===== src/rtl/dds_freq_estimator_if.sv =====
// Sample stream into dds_freq_estimator and the frequency estimate coming back out.
// master = sample source / estimate consumer, slave = the estimator.
interface dds_freq_estimator_if #(
    parameter int PHASE_WIDTH  = 24,
    parameter int SAMPLE_WIDTH = 12
);
    logic [SAMPLE_WIDTH-1:0] sample_in;
    logic                    sample_valid;
    logic [PHASE_WIDTH-1:0]  fcw_est;
    logic                    fcw_valid;
    logic                    locked;
    logic                    overflow;

    modport master (
        output sample_in, sample_valid,
        input  fcw_est, fcw_valid, locked, overflow
    );

    modport slave (
        input  sample_in, sample_valid,
        output fcw_est, fcw_valid, locked, overflow
    );
endinterface


===== src/rtl/dds_freq_estimator.sv =====
// Period-averaging frequency estimator producing a DDS FCW; FCW_EST_IIR_EN adds 1/4 smoothing.
// Latency: fcw_valid PHASE_WIDTH+AVG_LOG2+2 clk after the window-closing sample.
// No backpressure: every accepted sample is consumed; windows closing during a divide are dropped.
module dds_freq_estimator #(
    parameter int PHASE_WIDTH  = 24,
    parameter int SAMPLE_WIDTH = 12,
    parameter int PERIOD_WIDTH = 20,
    parameter int AVG_LOG2     = 2,
    parameter int HYST         = 16
) (
    input  logic                 clk,
    input  logic                 rst,
    input  logic                 enable,
    dds_freq_estimator_if.slave  bus
);
    localparam int SUM_WIDTH  = PERIOD_WIDTH + AVG_LOG2;
    localparam int QUO_WIDTH  = PHASE_WIDTH + AVG_LOG2 + 1;
    localparam int DCNT_WIDTH = $clog2(QUO_WIDTH + 1);
    localparam int XCNT_WIDTH = AVG_LOG2 + 1;
    localparam int MID        = 2 ** (SAMPLE_WIDTH - 1);

    localparam logic [SAMPLE_WIDTH:0]   THR_HI    = (SAMPLE_WIDTH + 1)'(MID + HYST);
    localparam logic [SAMPLE_WIDTH:0]   THR_LO    = (SAMPLE_WIDTH + 1)'(MID - HYST);
    localparam logic [PERIOD_WIDTH-1:0] CNT_LAST  = PERIOD_WIDTH'(2 ** PERIOD_WIDTH - 2);
    localparam logic [XCNT_WIDTH-1:0]   XCNT_LAST = XCNT_WIDTH'(2 ** AVG_LOG2 - 1);
    localparam logic [DCNT_WIDTH-1:0]   DCNT_DONE = DCNT_WIDTH'(QUO_WIDTH);

    typedef enum logic [1:0] {
        ST_IDLE,
        ST_SEEK,
        ST_MEASURE
    } state_t;

    state_t                  state_q, state_d;
    logic                    level_q, level_d;
    logic [PERIOD_WIDTH-1:0] cnt_q;
    logic [SUM_WIDTH-1:0]    sum_q, sum_inc;
    logic [XCNT_WIDTH-1:0]   xcnt_q;
    logic                    overflow_q;

    logic                    div_busy_q;
    logic [DCNT_WIDTH-1:0]   div_cnt_q;
    logic [SUM_WIDTH-1:0]    rem_q, den_q, rem_sub;
    logic [SUM_WIDTH:0]      rem_shift;
    logic                    q_bit;
    logic [QUO_WIDTH-1:0]    quo_q;
    logic [PHASE_WIDTH-1:0]  q_sat, fcw_next, fcw_est_q;
    logic                    fcw_valid_q, locked_q;

    logic                    accept, crossing, timeout, win_close;
    logic                    div_start, div_fire, abort;
    logic [SAMPLE_WIDTH:0]   smp_ext;

    assign smp_ext = {1'b0, bus.sample_in};
    assign sum_inc = sum_q + SUM_WIDTH'(cnt_q) + SUM_WIDTH'(1);

    always_comb begin
        state_d   = state_q;
        accept    = 1'b0;
        level_d   = level_q;
        crossing  = 1'b0;
        timeout   = 1'b0;
        win_close = 1'b0;
        div_start = 1'b0;
        div_fire  = 1'b0;
        abort     = 1'b0;

        if (enable && state_q != ST_IDLE && bus.sample_valid) begin
            accept = 1'b1;
            if (smp_ext >= THR_HI)
                level_d = 1'b1;
            else if (smp_ext <= THR_LO)
                level_d = 1'b0;
            crossing = !level_q && level_d;
            // A crossing on the timeout sample restarts the period instead
            timeout  = !crossing && (cnt_q == CNT_LAST);
        end

        case (state_q)
            ST_IDLE:    state_d = ST_SEEK;
            ST_SEEK:    if (crossing) state_d = ST_MEASURE;
            ST_MEASURE: win_close = crossing && (xcnt_q == XCNT_LAST);
            default:    state_d = ST_IDLE;
        endcase

        if (timeout)
            state_d = ST_SEEK;
        if (!enable)
            state_d = ST_IDLE;

        abort     = !enable || timeout || (state_q == ST_IDLE);
        div_start = win_close && !div_busy_q && !abort;
        div_fire  = div_busy_q && (div_cnt_q == DCNT_DONE) && !abort;
    end

    always_ff @(posedge clk or posedge rst) begin
        if (rst) begin
            state_q    <= ST_IDLE;
            level_q    <= 1'b0;
            cnt_q      <= '0;
            sum_q      <= '0;
            xcnt_q     <= '0;
            overflow_q <= 1'b0;
        end else begin
            state_q <= state_d;
            if (!enable || state_q == ST_IDLE) begin
                level_q    <= 1'b0;
                cnt_q      <= '0;
                sum_q      <= '0;
                xcnt_q     <= '0;
                overflow_q <= 1'b0;
            end else if (accept) begin
                level_q <= level_d;
                if (crossing) begin
                    cnt_q <= '0;
                    // The partial period seen in SEEK is never summed
                    if (state_q == ST_MEASURE) begin
                        sum_q  <= win_close ? '0 : sum_inc;
                        xcnt_q <= win_close ? '0 : xcnt_q + 1'b1;
                    end
                end else if (timeout) begin
                    cnt_q      <= '0;
                    sum_q      <= '0;
                    xcnt_q     <= '0;
                    overflow_q <= 1'b1;
                end else begin
                    cnt_q <= cnt_q + 1'b1;
                end
            end
        end
    end

    // Restoring divide of 2^(QUO_WIDTH-1) by the window sum, MSB first
    assign rem_shift = {rem_q, (div_cnt_q == '0)};
    assign q_bit     = rem_shift >= {1'b0, den_q};
    assign rem_sub   = rem_shift[SUM_WIDTH-1:0] - den_q;
    assign q_sat     = (|quo_q[QUO_WIDTH-1:PHASE_WIDTH]) ? '1 : quo_q[PHASE_WIDTH-1:0];

`ifdef FCW_EST_IIR_EN
    logic signed [PHASE_WIDTH:0] iir_diff, iir_step;

    assign iir_diff = $signed({1'b0, q_sat}) - $signed({1'b0, fcw_est_q});
    assign iir_step = iir_diff >>> 2;
    // First estimate after SEEK loads directly; later ones move 1/4 of the way
    assign fcw_next = locked_q ? fcw_est_q + iir_step[PHASE_WIDTH-1:0] : q_sat;
`else
    assign fcw_next = q_sat;
`endif

    always_ff @(posedge clk or posedge rst) begin
        if (rst) begin
            div_busy_q  <= 1'b0;
            div_cnt_q   <= '0;
            rem_q       <= '0;
            den_q       <= '0;
            quo_q       <= '0;
            fcw_est_q   <= '0;
            fcw_valid_q <= 1'b0;
            locked_q    <= 1'b0;
        end else begin
            fcw_valid_q <= 1'b0;
            if (abort) begin
                div_busy_q <= 1'b0;
                locked_q   <= 1'b0;
            end else if (div_start) begin
                den_q      <= sum_inc;
                rem_q      <= '0;
                quo_q      <= '0;
                div_cnt_q  <= '0;
                div_busy_q <= 1'b1;
            end else if (div_fire) begin
                div_busy_q  <= 1'b0;
                fcw_est_q   <= fcw_next;
                fcw_valid_q <= 1'b1;
                locked_q    <= 1'b1;
            end else if (div_busy_q) begin
                rem_q     <= q_bit ? rem_sub : rem_shift[SUM_WIDTH-1:0];
                quo_q     <= {quo_q[QUO_WIDTH-2:0], q_bit};
                div_cnt_q <= div_cnt_q + 1'b1;
            end
        end
    end

    assign bus.fcw_est   = fcw_est_q;
    assign bus.fcw_valid = fcw_valid_q;
    assign bus.locked    = locked_q;
    assign bus.overflow  = overflow_q;
endmodule


===== src/flat_wrapper.sv =====
// flat-port wrapper written by rule: the top's interface ports become plain ports
module dds_freq_estimator_flat 
#(
    parameter int PHASE_WIDTH  = 24,
    parameter int SAMPLE_WIDTH = 12,
    parameter int PERIOD_WIDTH = 20,
    parameter int AVG_LOG2     = 2,
    parameter int HYST         = 16
)
  (clk, rst, enable, bus_sample_in, bus_sample_valid, bus_fcw_est, bus_fcw_valid, bus_locked, bus_overflow);
  dds_freq_estimator_if #(.PHASE_WIDTH(PHASE_WIDTH), .SAMPLE_WIDTH(SAMPLE_WIDTH)) bus_i ();
  input  logic clk;
  input  logic rst;
  input  logic enable;
  input wire logic [$bits(bus_i.sample_in)-1:0] bus_sample_in;
  input wire logic [$bits(bus_i.sample_valid)-1:0] bus_sample_valid;
  output wire logic [$bits(bus_i.fcw_est)-1:0] bus_fcw_est;
  output wire logic [$bits(bus_i.fcw_valid)-1:0] bus_fcw_valid;
  output wire logic [$bits(bus_i.locked)-1:0] bus_locked;
  output wire logic [$bits(bus_i.overflow)-1:0] bus_overflow;
  assign bus_i.sample_in = bus_sample_in;
  assign bus_i.sample_valid = bus_sample_valid;
  assign bus_fcw_est = bus_i.fcw_est;
  assign bus_fcw_valid = bus_i.fcw_valid;
  assign bus_locked = bus_i.locked;
  assign bus_overflow = bus_i.overflow;
  dds_freq_estimator #(.PHASE_WIDTH(PHASE_WIDTH), .SAMPLE_WIDTH(SAMPLE_WIDTH), .PERIOD_WIDTH(PERIOD_WIDTH), .AVG_LOG2(AVG_LOG2), .HYST(HYST)) u_core (.clk(clk), .rst(rst), .enable(enable), .bus(bus_i));
endmodule

===== config.mk =====
export PLATFORM = sky130hd
export DESIGN_NAME = dds_freq_estimator_flat
export DESIGN_NICKNAME = d
export VERILOG_FILES = /design/src/rtl/dds_freq_estimator_if.sv /design/src/rtl/dds_freq_estimator.sv /design/src/flat_wrapper.sv
export SDC_FILE = /design/constraint.sdc
export NUM_CORES = 1
export LEC_CHECK = 0
export BUFFER_PORTS_ARGS = -buffer_cell sky130_fd_sc_hd__buf_2
export CAP_MARGIN = 20
export CORE_MARGIN = 2
export CORE_UTILIZATION = 35
export DETAILED_ROUTE_END_ITERATION = 8
export HOLD_SLACK_MARGIN = 0.12
export SYNTH_ARGS = -nofsm -noshare
export SYNTH_HDL_FRONTEND = slang
export SYNTH_SLANG_ARGS = --single-unit

===== constraint.sdc =====
create_clock -name clk -period 13.15 [get_ports clk]
set_input_delay 0.6575 -clock clk [delete_from_list [all_inputs] [get_ports clk]]
set_output_delay 0.6575 -clock clk [all_outputs]
set_load 0.05 [all_outputs]

==> impl_metrics.env, run 1 <==
export IMPL_cts_buffer_depth=2
export IMPL_antenna_found_initial=0
export IMPL_post_synth_top_count_cell="dfrtp_1"
export IMPL_cts_setup_buffers=0
export IMPL_ant_nets=0
export IMPL_status="completed"
export IMPL_port_buffers=42
export IMPL_endpoint_kind="register"
export IMPL_grt_pass1_vias=5664
export IMPL_arrival_ns=4.02
export IMPL_cts_sinks=152
export IMPL_dpl_instance_area_um2=8810
export IMPL_p_leak_nw=4.53
export IMPL_ys_seq_area_share_pct=45.6
export IMPL_hpwlAfterDp_um=11900
export IMPL_fin_crit_ns=3.71
export IMPL_fmax_mhz=270
export IMPL_fin_skew_ns=0.00904
export IMPL_synthesis_area_per_instance_um2=9.61
export IMPL_syn_cell_area_um2=8340
export IMPL_grt_pass1_wl_um=29100
export IMPL_synth_top_area_share_pct=45.6
export IMPL_antennaDiodeCount=0
export IMPL_layoutNonFillerInstCount=1230
export IMPL_rrSetupSlack_ns=9.44
export IMPL_start_util_pct=35.6
export IMPL_cts_tree="done"
export IMPL_post_route_util_pct=40.5
export IMPL_hold_slack_ns=0.359
export IMPL_grt_overflow_total=0
export IMPL_synth_top_area_cell="dfrtp_1"
export IMPL_post_drt_wl_per_cell_um=14.1
export IMPL_dominantRegCellSynth="dfrtp_1"
export IMPL_area_growth_pct=13.6
export IMPL_finalPower_mw=1.04
export IMPL_synth_common_cells="152 x dfrtp_1, 100 x nor2_1, 74 x nand2_1"
export IMPL_nNetsFinal=964
export IMPL_rsz0062_at_grt="no"
export IMPL_via_per_inst=5.00
export IMPL_clk_pin_slew_ns=0.07
export IMPL_track_usage_pct=14.6
export IMPL_synthArstFlopShare_pct=100
export IMPL_tns_ns=0
export IMPL_drc=0
export IMPL_worst_path_max_fanout=5
export IMPL_cts_buffers=17
export IMPL_synth_edf_count=0
export IMPL_slew_viol_final=0
export IMPL_critical_path_class="register to register"
export IMPL_num_rows=56
export IMPL_ys_ff_latch=152
export IMPL_cts_hold_buf=0
export IMPL_ff_latch_area_um2=3800
export IMPL_dr_pass1_iters=5
export IMPL_multiInputGateArea_um2=4190
export IMPL_vias=6148
export IMPL_synth_nets=934
export IMPL_synth_warnings=0
export IMPL_max_slew_margin_pct=36.0
export IMPL_cts_htree_levels=4
export IMPL_clk_latency_ns=0.43
export IMPL_die_w_um=158
export IMPL_layout_worst_path_cycle_share_pct=28.2
export IMPL_ir_drop_uv=70.6
export IMPL_postLayoutCellArea_um2=9480
export IMPL_cts_resized=0
export IMPL_dieHeight_um=158
export IMPL_hold_viol=0
export IMPL_setup_slack_ns=9.44
export IMPL_finalWirelength_um=17300
export IMPL_syn_instance_count=868
export IMPL_synthTopCellsByArea="dfrtp_1 46%, ha_1 7.2%, a22o_1 4.5%"
export IMPL_dieArea_um2=25100
export IMPL_core_um2=23400
export IMPL_setup_violations_final=0
export IMPL_finalWeightedCongestion=0.816
export IMPL_nFillCells=2347
export IMPL_worst_slew_pin_slew_ns=0.957
export IMPL_cts_root_buffer="clkbuf_16"
export IMPL_cap_violations=0
export IMPL_drive_gt1_share_pct=12.1
export IMPL_dr_first_iter_drc_count=514
export IMPL_dp_cells=1198
export IMPL_power_density_nw_per_um2=110
export IMPL_required_ns=13.46
export IMPL_startpoint_type="register"
export IMPL_place_ws_ns=9.48
export IMPL_io_pins=43
export IMPL_worstHoldPathType="input pin to async pin"
export IMPL_ys_types=63
export IMPL_grt_max_degree=86
placed cells by master, fill, tap and decap left out, types with 12 or more instances in the layout:
master,count
a21o_1,20
a21oi_1,65
a22o_1,43
buf_2,42
clkbuf_16,17
dfrtp_1,152
ha_1,48
inv_1,41
mux2_2,15
mux2i_1,12
nand2_1,74
nand3_1,28
nor2_1,99
o21ai_0,59
xnor2_1,27
xor2_1,23
worst max-delay path, stage by stage, from the launching register on:
cell	delay (ns)
dfrtp_1	0.41
inv_1	0.07
ha_1	0.15
or4b_2	0.63
ha_1	0.24
fa_1	0.41
nor2b_1	0.18
o21bai_1	0.11
a21oi_1	0.18
o21ai_0	0.20
a21oi_1	0.31
a41oi_1	0.23
o21ai_0	0.25
xnor2_1	0.14
o21ai_0	0.08
final timing paths:
kind,endpoint,cells past startpoint,startpoint
setup / recovery,u_core.rem_q[20],14,u_core.div_cnt_q[0]
setup reg to reg,u_core.rem_q[20],14,u_core.div_cnt_q[0]
max in group asynchronous,u_core.cnt_q[15],3,rst
hold reg to reg,u_core.sum_q[0],2,u_core.sum_q[0]
hold / removal,u_core.quo_q[12],2,rst
min in group clk,u_core.state_q[0],3,enable
flip-flops by register name (all words and copies together), names as in the netlist:
name	cells
u_core.bus.fcw_est	24
u_core.bus.fcw_valid	1
u_core.bus.locked	1
u_core.bus.overflow	1
u_core.cnt_q	20
u_core.den_q	22
u_core.div_busy_q	1
u_core.div_cnt_q	5
u_core.level_q	1
u_core.quo_q	27
u_core.rem_q	22
u_core.state_q	2
u_core.sum_q	22
u_core.xcnt_q	3
layer usage:
metal,GRT usage (%),wire length (um)
met5,0,0
met4,5.41,282
met3,2.69,571
met2,21.4,7360
met1,21.4,9110
cells by family after synthesis:
kind of cell    synth area share [%]
flops                           45.6
fa+ha+maj                       7.68
buf+inv                         4.26
simple gates                    15.2
compound gates                  18.4
xor+xnor                        5.25
mux                             3.60
cell type report:
class / count / share of cell area (%)
clock buffer: 19 / 4.78
multi-input combinational: 638 / 44.3
timing repair buffer: 47 / 2.61
inverter: 42 / 1.72
tap: 319 / 4.21
clock inverter: 13 / 2.30
sequential: 152 / 40.1
report_power, final:
group	switching, mW	internal [mW]	leakage, nW
Clock	0.204	0.349	0.320
Combinational	0.0177	0.00486	2.10
Sequential	0.000999	0.468	2.11
Total	0.222	0.823	4.53
Power figures use the tool's default switching activity.
==> run 2, diff against run 1 <==
clock period = 3.6 ns   (was 13.15 ns; I/O delays follow)
==> run 2 against run 1 <==
Via count increased by 1.4%. Largest cell class unchanged. Final cell count is 0.98% higher. Worst setup slack got worse by 9.2 ns. Maximum frequency grew 10%. Clock power increased to 3.1 times the previous value. Critical endpoint is now u_core.rem_q[18]. Non-clock buffer count grew 12.
==> impl_metrics.env, run 2 (same netlist as run 1, synthesis figures left out) <==
export IMPL_track_usage_pct=14.9
export IMPL_drc=0
export IMPL_setup_violations_final=0
export IMPL_nNetsFinal=976
export IMPL_die_w_um=158
export IMPL_worstHoldPathType="input pin to register"
export IMPL_clk_latency_ns=0.43
export IMPL_cts_buffers=17
export IMPL_largest_register="u_core.quo_q"
export IMPL_cp_slowest_stage_delay_ns=0.60
export IMPL_worst_slew_pin_slew_ns=0.961
export IMPL_rr_startpoint="u_core.div_cnt_q[0]"
export IMPL_fin_skew_ns=0.00698
export IMPL_p_comb_share_pct=2.6
export IMPL_p_int_mw=2.70
export IMPL_grt_pass1_wl_um=29800
export IMPL_hold_slack_ns=0.199
export IMPL_holdPathStages=5
export IMPL_max_slew_margin_pct=35.8
export IMPL_status="completed"
export IMPL_post_drt_wl_per_cell_um=13.8
export IMPL_rrSetupSlack_ns=0.23
export IMPL_cts_setup_buffers=0
export IMPL_grt_overflow_total=0
export IMPL_rsz0062_at_grt="no"
export IMPL_cp_slowest_cell="or4b_2"
export IMPL_hpwlAfterDp_um=12000
export IMPL_startpoint_type="register"
export IMPL_grt_max_degree=72
export IMPL_antennaDiodeCount=0
export IMPL_ff2ff_path_depth=14
export IMPL_dr_first_iter_drc_count=452
export IMPL_core_um2=23400
export IMPL_cp_cell_sequence="inv_1 -> ha_1 -> or4b_2 -> ha_1 -> fa_1 -> nor2b_1 -> o21bai_1 -> a21oi_2 -> o21ai_1 -> a21oi_2 -> a41oi_1 -> a21oi_1 -> xnor2_1 -> o21ai_0"
export IMPL_arrival_ns=3.67
export IMPL_finalWeightedCongestion=0.817
export IMPL_cts_buffer_depth=2
export IMPL_cts_sinks=152
export IMPL_r2r_end="u_core.rem_q[18]"
export IMPL_io_pins=43
export IMPL_dieArea_um2=25100
export IMPL_endpoint_kind="register"
export IMPL_cts_root_buffer="clkbuf_16"
export IMPL_mostFrequentLayoutCells="152 x dfrtp_1, 99 x nor2_1, 74 x nand2_1"
export IMPL_tns_ns=0
export IMPL_drive_gt1_share_pct=13.0
export IMPL_grt_pass1_vias=5942
export IMPL_final_common_cell="dfrtp_1"
export IMPL_p_clk_share_pct=48.8
export IMPL_dpl_instance_area_um2=8920
export IMPL_ir_drop_uv=266
export IMPL_p_sw_share_pct=23.5
export IMPL_dr_pass1_iters=4
export IMPL_port_buffers=42
export IMPL_cap_violations=0
export IMPL_largest_register_ff_count=27
export IMPL_dieHeight_um=158
export IMPL_start_util_pct=35.6
export IMPL_critical_path_class="register to register"
export IMPL_clk_pin_slew_ns=0.07
export IMPL_required_ns=3.90
export IMPL_min_from="bus_sample_in[6]"
export IMPL_area_growth_pct=14.3
export IMPL_power_frac_seq_pct=48.6
export IMPL_p_leak_nw=4.55
export IMPL_holdPathEnd="u_core.level_q"
export IMPL_fmax_mhz=297
export IMPL_slew_viol_final=0
export IMPL_vias=6234
export IMPL_postLayoutCellArea_um2=9530
export IMPL_antenna_found_initial=0
export IMPL_worst_path_max_fanout=5
export IMPL_finalWirelength_um=17200
export IMPL_startpoint="u_core.div_cnt_q[0]"
export IMPL_hold_viol=0
export IMPL_cts_tree="done"
export IMPL_switching_power_uw=830
export IMPL_fin_crit_ns=3.37
export IMPL_power_density_nw_per_um2=370
export IMPL_cts_htree_levels=4
export IMPL_layout_worst_path_cycle_share_pct=93.6
export IMPL_via_per_inst=5.02
export IMPL_post_route_util_pct=40.7
export IMPL_ant_nets=0
export IMPL_num_rows=56
==> run 2: cell count changes in the layout (fill, tap and decap cells not counted), sizes merged <==
cell / delta
buf: +8
bufinv: -4
clkbuf: -2
clkinv: +1
clkinvlp: +4
dlygate4sd3: +4
inv: +1
==> run 2: metrics by stage <==
step	power, mW	std cells	setup WS (ns)
floorplan	1.80	868	0.326
global placement	1.84	1206	0.122
detailed placement	1.84	1206	0.0851
CTS	3.58	1242	0.0893
global route	3.68	1242	0.0413
finish	3.53	1242	0.231
==> run 2: area by class of cell <==
type                    count  area, um2
clock inverters            15        145
fillers                  2320      13900
flip-flops and latches    152       3800
well taps                 319        399
inverters                  42        161
clock buffers              17        425
repair buffers             59        398
multi-input cells         638       4200
==> run 2: worst max path at each step <==
stage,to,slack (ns),depth (start not counted)
finish,u_core.rem_q[18],0.23,14
global route,u_core.rem_q[18],0.04,14
CTS,u_core.rem_q[20],0.09,14
detailed placement,u_core.rem_q[20],0.09,14
global placement,u_core.rem_q[20],0.12,14
floorplan,u_core.rem_q[20],0.33,14
==> run 2: worst max-delay path: cells and delay by family, from the launching register on <==
kind / cells / cell delay, ns
buffers and inverters: 1 / 0.07
and+or+nand+nor: 2 / 0.77
AOI/OAI and AO/OA: 7 / 1.10
DFF: 1 / 0.42
xor gates and xnor gates: 1 / 0.13
adders and majority gates: 3 / 0.77
==> run 2: layer usage <==
metal	track usage (%)	part of all wire [%]	up-vias	routed length [um]
li1	-	-	3161	-
met1	20.6	51	2950	8760
met2	23.3	43	105	7430
met3	3.32	4.0	18	678
met4	4.46	1.6	0	276
met5	0	0	-	0
==> run 2: power groups by stage <==
stage                     sequential, mW  combinational (mW)  clock, mW
final                               1.71              0.0905       1.72
after global routing                1.71               0.105       1.86
after CTS                           1.71              0.0944       1.77
after detailed placement            1.75              0.0906          0
after global placement              1.75              0.0894          0
after floorplan                     1.75              0.0535          0
==> run 2: repair_timing <==
item                                   CTS  global route
setup endpoints to repair                0             2
endpoints found under the hold margin   43             0
gates resized for setup                  0             4
hold buffers                             4             0
==> run 3, diff against run 2 <==
ABC_AREA = 1   (was unset)
==> run 3 against run 2 <==
Non-clock buffer count decreased by 4. Synthesized area is 17% higher. Worst setup slack improved by 0.70 ns. Global-route usage up 2.7 points. First-iteration DRC count rose by 25%. Sequential share of layout area down 5.1 points. Via count grew 41%. Highest routed layer unchanged. Power increased by 1.3%. Hold slack got worse by 0.035 ns. Largest cell class unchanged. Register-to-register slack improved by 0.70 ns.
==> impl_metrics.env, run 3 <==
export IMPL_status="completed"
export IMPL_dp_cells=1799
export IMPL_grt_pass1_wl_um=41500
export IMPL_synth_nets=1473
export IMPL_post_synth_top_count_cell="nand2_1"
export IMPL_arrival_ns=2.97
export IMPL_antennaDiodeCount=0
export IMPL_dr_pass1_iters=5
export IMPL_hold_viol=0
export IMPL_cts_buffer_depth=2
export IMPL_critical_path_class="register to register"
export IMPL_post_drt_wl_per_cell_um=13.4
export IMPL_clk_pin_slew_ns=0.07
export IMPL_clk_latency_ns=0.43
export IMPL_power_density_nw_per_um2=327
export IMPL_worst_slew_pin_slew_ns=0.837
export IMPL_setup_violations_final=0
export IMPL_largest_register_ff_count=27
export IMPL_fin_skew_ns=0.0136
export IMPL_synth_top_area_share_pct=38.9
export IMPL_drive_gt1_share_pct=7.14
export IMPL_postLayoutCellArea_um2=10900
export IMPL_core_um2=27600
export IMPL_rsz0062_at_grt="no"
export IMPL_synth_warnings=0
export IMPL_ir_drop_uv=224
export IMPL_fmax_mhz=375
export IMPL_hold_slack_ns=0.164
export IMPL_antenna_found_initial=0
export IMPL_drc=0
export IMPL_post_route_util_pct=39.6
export IMPL_finalWirelength_um=24700
export IMPL_cts_root_buffer="clkbuf_16"
export IMPL_ys_types=39
export IMPL_dpl_instance_area_um2=10300
export IMPL_finalPower_mw=3.57
export IMPL_slew_viol_final=0
export IMPL_final_common_cell="nand2_1"
export IMPL_synth_common_cells="495 x nand2_1, 187 x inv_1, 152 x dfrtp_1"
export IMPL_ys_ff_latch=152
export IMPL_layoutNonFillerInstCount=1834
export IMPL_max_slew_margin_pct=44.2
export IMPL_dieArea_um2=29300
export IMPL_dominantRegCellSynth="dfrtp_1"
export IMPL_io_pins=43
export IMPL_synth_edf_count=0
export IMPL_mostFrequentLayoutCells="495 x nand2_1, 186 x inv_1, 152 x dfrtp_1"
export IMPL_startpoint_type="register"
export IMPL_synthTopCellsByArea="dfrtp_1 39%, nand2_1 19%, inv_1 7.2%"
export IMPL_grt_pass1_vias=8492
export IMPL_num_rows=61
export IMPL_via_per_inst=4.80
export IMPL_worstHoldPathType="input pin to register"
export IMPL_vias=8805
export IMPL_synthArstFlopShare_pct=100
export IMPL_track_usage_pct=17.6
export IMPL_cts_buffers=17
export IMPL_nNetsFinal=1509
export IMPL_ant_nets=0
export IMPL_largest_register="u_core.quo_q"
export IMPL_p_leak_nw=6.11
export IMPL_worst_path_max_fanout=14
export IMPL_place_ws_ns=0.970
export IMPL_cts_sinks=152
export IMPL_tns_ns=0
export IMPL_finalWeightedCongestion=0.903
export IMPL_dieHeight_um=171
export IMPL_setup_slack_ns=0.933
export IMPL_synthesis_area_per_instance_um2=6.95
export IMPL_cts_setup_buffers=0
export IMPL_ys_seq_area_share_pct=38.9
export IMPL_start_util_pct=35.4
export IMPL_area_growth_pct=11.9
export IMPL_die_w_um=171
export IMPL_port_buffers=42
export IMPL_grt_overflow_total=0
export IMPL_grt_max_degree=153
export IMPL_syn_cell_area_um2=9780
export IMPL_cts_htree_levels=4
export IMPL_layout_worst_path_cycle_share_pct=74.1
export IMPL_required_ns=3.91
export IMPL_cap_violations=0
export IMPL_dr_first_iter_drc_count=565
export IMPL_synth_top_area_cell="dfrtp_1"
export IMPL_cts_tree="done"
export IMPL_endpoint_kind="register"
export IMPL_fin_crit_ns=2.67
export IMPL_hpwlAfterDp_um=18000
export IMPL_syn_instance_count=1407
==> run 3: changes by cell type after synthesis, sizes merged, moves of 12 or more <==
cell   change
inv      +151
nand4     +31
xnor2     -20
nor2      +29
a21o      -19
a22o      -43
mux2i     -12
nand3    +107
mux2      -16
a21oi     -26
nand2    +427
==> run 3: timing repair <==
action,in CTS,in global routing
gates resized for setup,0,0
hold buffers,3,0
hold endpoints to repair,155,0
==> run 3: path summary, 6_finish.rpt <==
kind	startpoint	endpoint	slack [ns]	cells past startpoint
max in group asynchronous	rst	u_core.cnt_q[16]	2.43	4
worst min register to register	u_core.sum_q[0]	u_core.sum_q[0]	0.48	2
worst max-delay path	u_core.div_cnt_q[0]	u_core.rem_q[4]	0.93	16
worst max register to register	u_core.div_cnt_q[0]	u_core.rem_q[4]	0.93	16
min in group asynchronous	rst	u_core.quo_q[14]	0.51	4
worst min-delay path	bus_sample_in[5]	u_core.level_q	0.16	4
==> run 3: critical path, cell delays in order (launching register included) <==
cell and delay, ns:
dfrtp_1 0.40, inv_1 0.09, ha_1 0.14, nand4_1 0.18
ha_1 0.34, nand2_1 0.07, nor2_1 0.04, nand2_1 0.06
nor2_1 0.04, nand2_1 0.05, buf_4 0.21, nand4_2 0.35
buf_4 0.31, nor2_1 0.09, nor2_1 0.05, nand2_1 0.08
nand2_1 0.05
==> run 3: layer usage <==
| layer | share of wire [%] | vias to the layer above | GRT usage (%) |
|---|---|---|---|
| met5 | 0 | - | 0 |
| met4 | 1.7 | 0 | 5.05 |
| met3 | 4.0 | 32 | 2.66 |
| met2 | 46 | 181 | 28.9 |
| met1 | 48 | 4082 | 24.1 |
| li1 | - | 4510 | - |
==> run 3: area by class of cell <==
| type | count | area (um2) |
|---|---|---|
| clock buffers | 17 | 425 |
| clock inverters | 15 | 153 |
| fillers | 2943 | 16700 |
| inverters | 194 | 732 |
| multi-input cells | 1023 | 5030 |
| flip-flops and latches | 152 | 3800 |
| well taps | 378 | 473 |
| repair buffers | 55 | 328 |
==> run 3: cell families (layout without fill, tap and decap cells) <==
family                     count (synthesis)  after routing  synth area share [%]
AOI/OAI and AO/OA                        109            109                  5.90
DFF                                      152            152                  38.9
xor gates and xnor gates                  30             30                  2.69
buffers and inverters                    232            281                  9.66
and+or+nand+nor                          834            834                  36.3
adders and majority gates                 50             50                  6.55
==> run 3: power breakdown <==
group | switching, mW | total (mW) | internal [mW]
clock | 0.831 | 1.76 | 0.925
combinational | 0.0792 | 0.104 | 0.0252
sequential | 0.00403 | 1.72 | 1.71
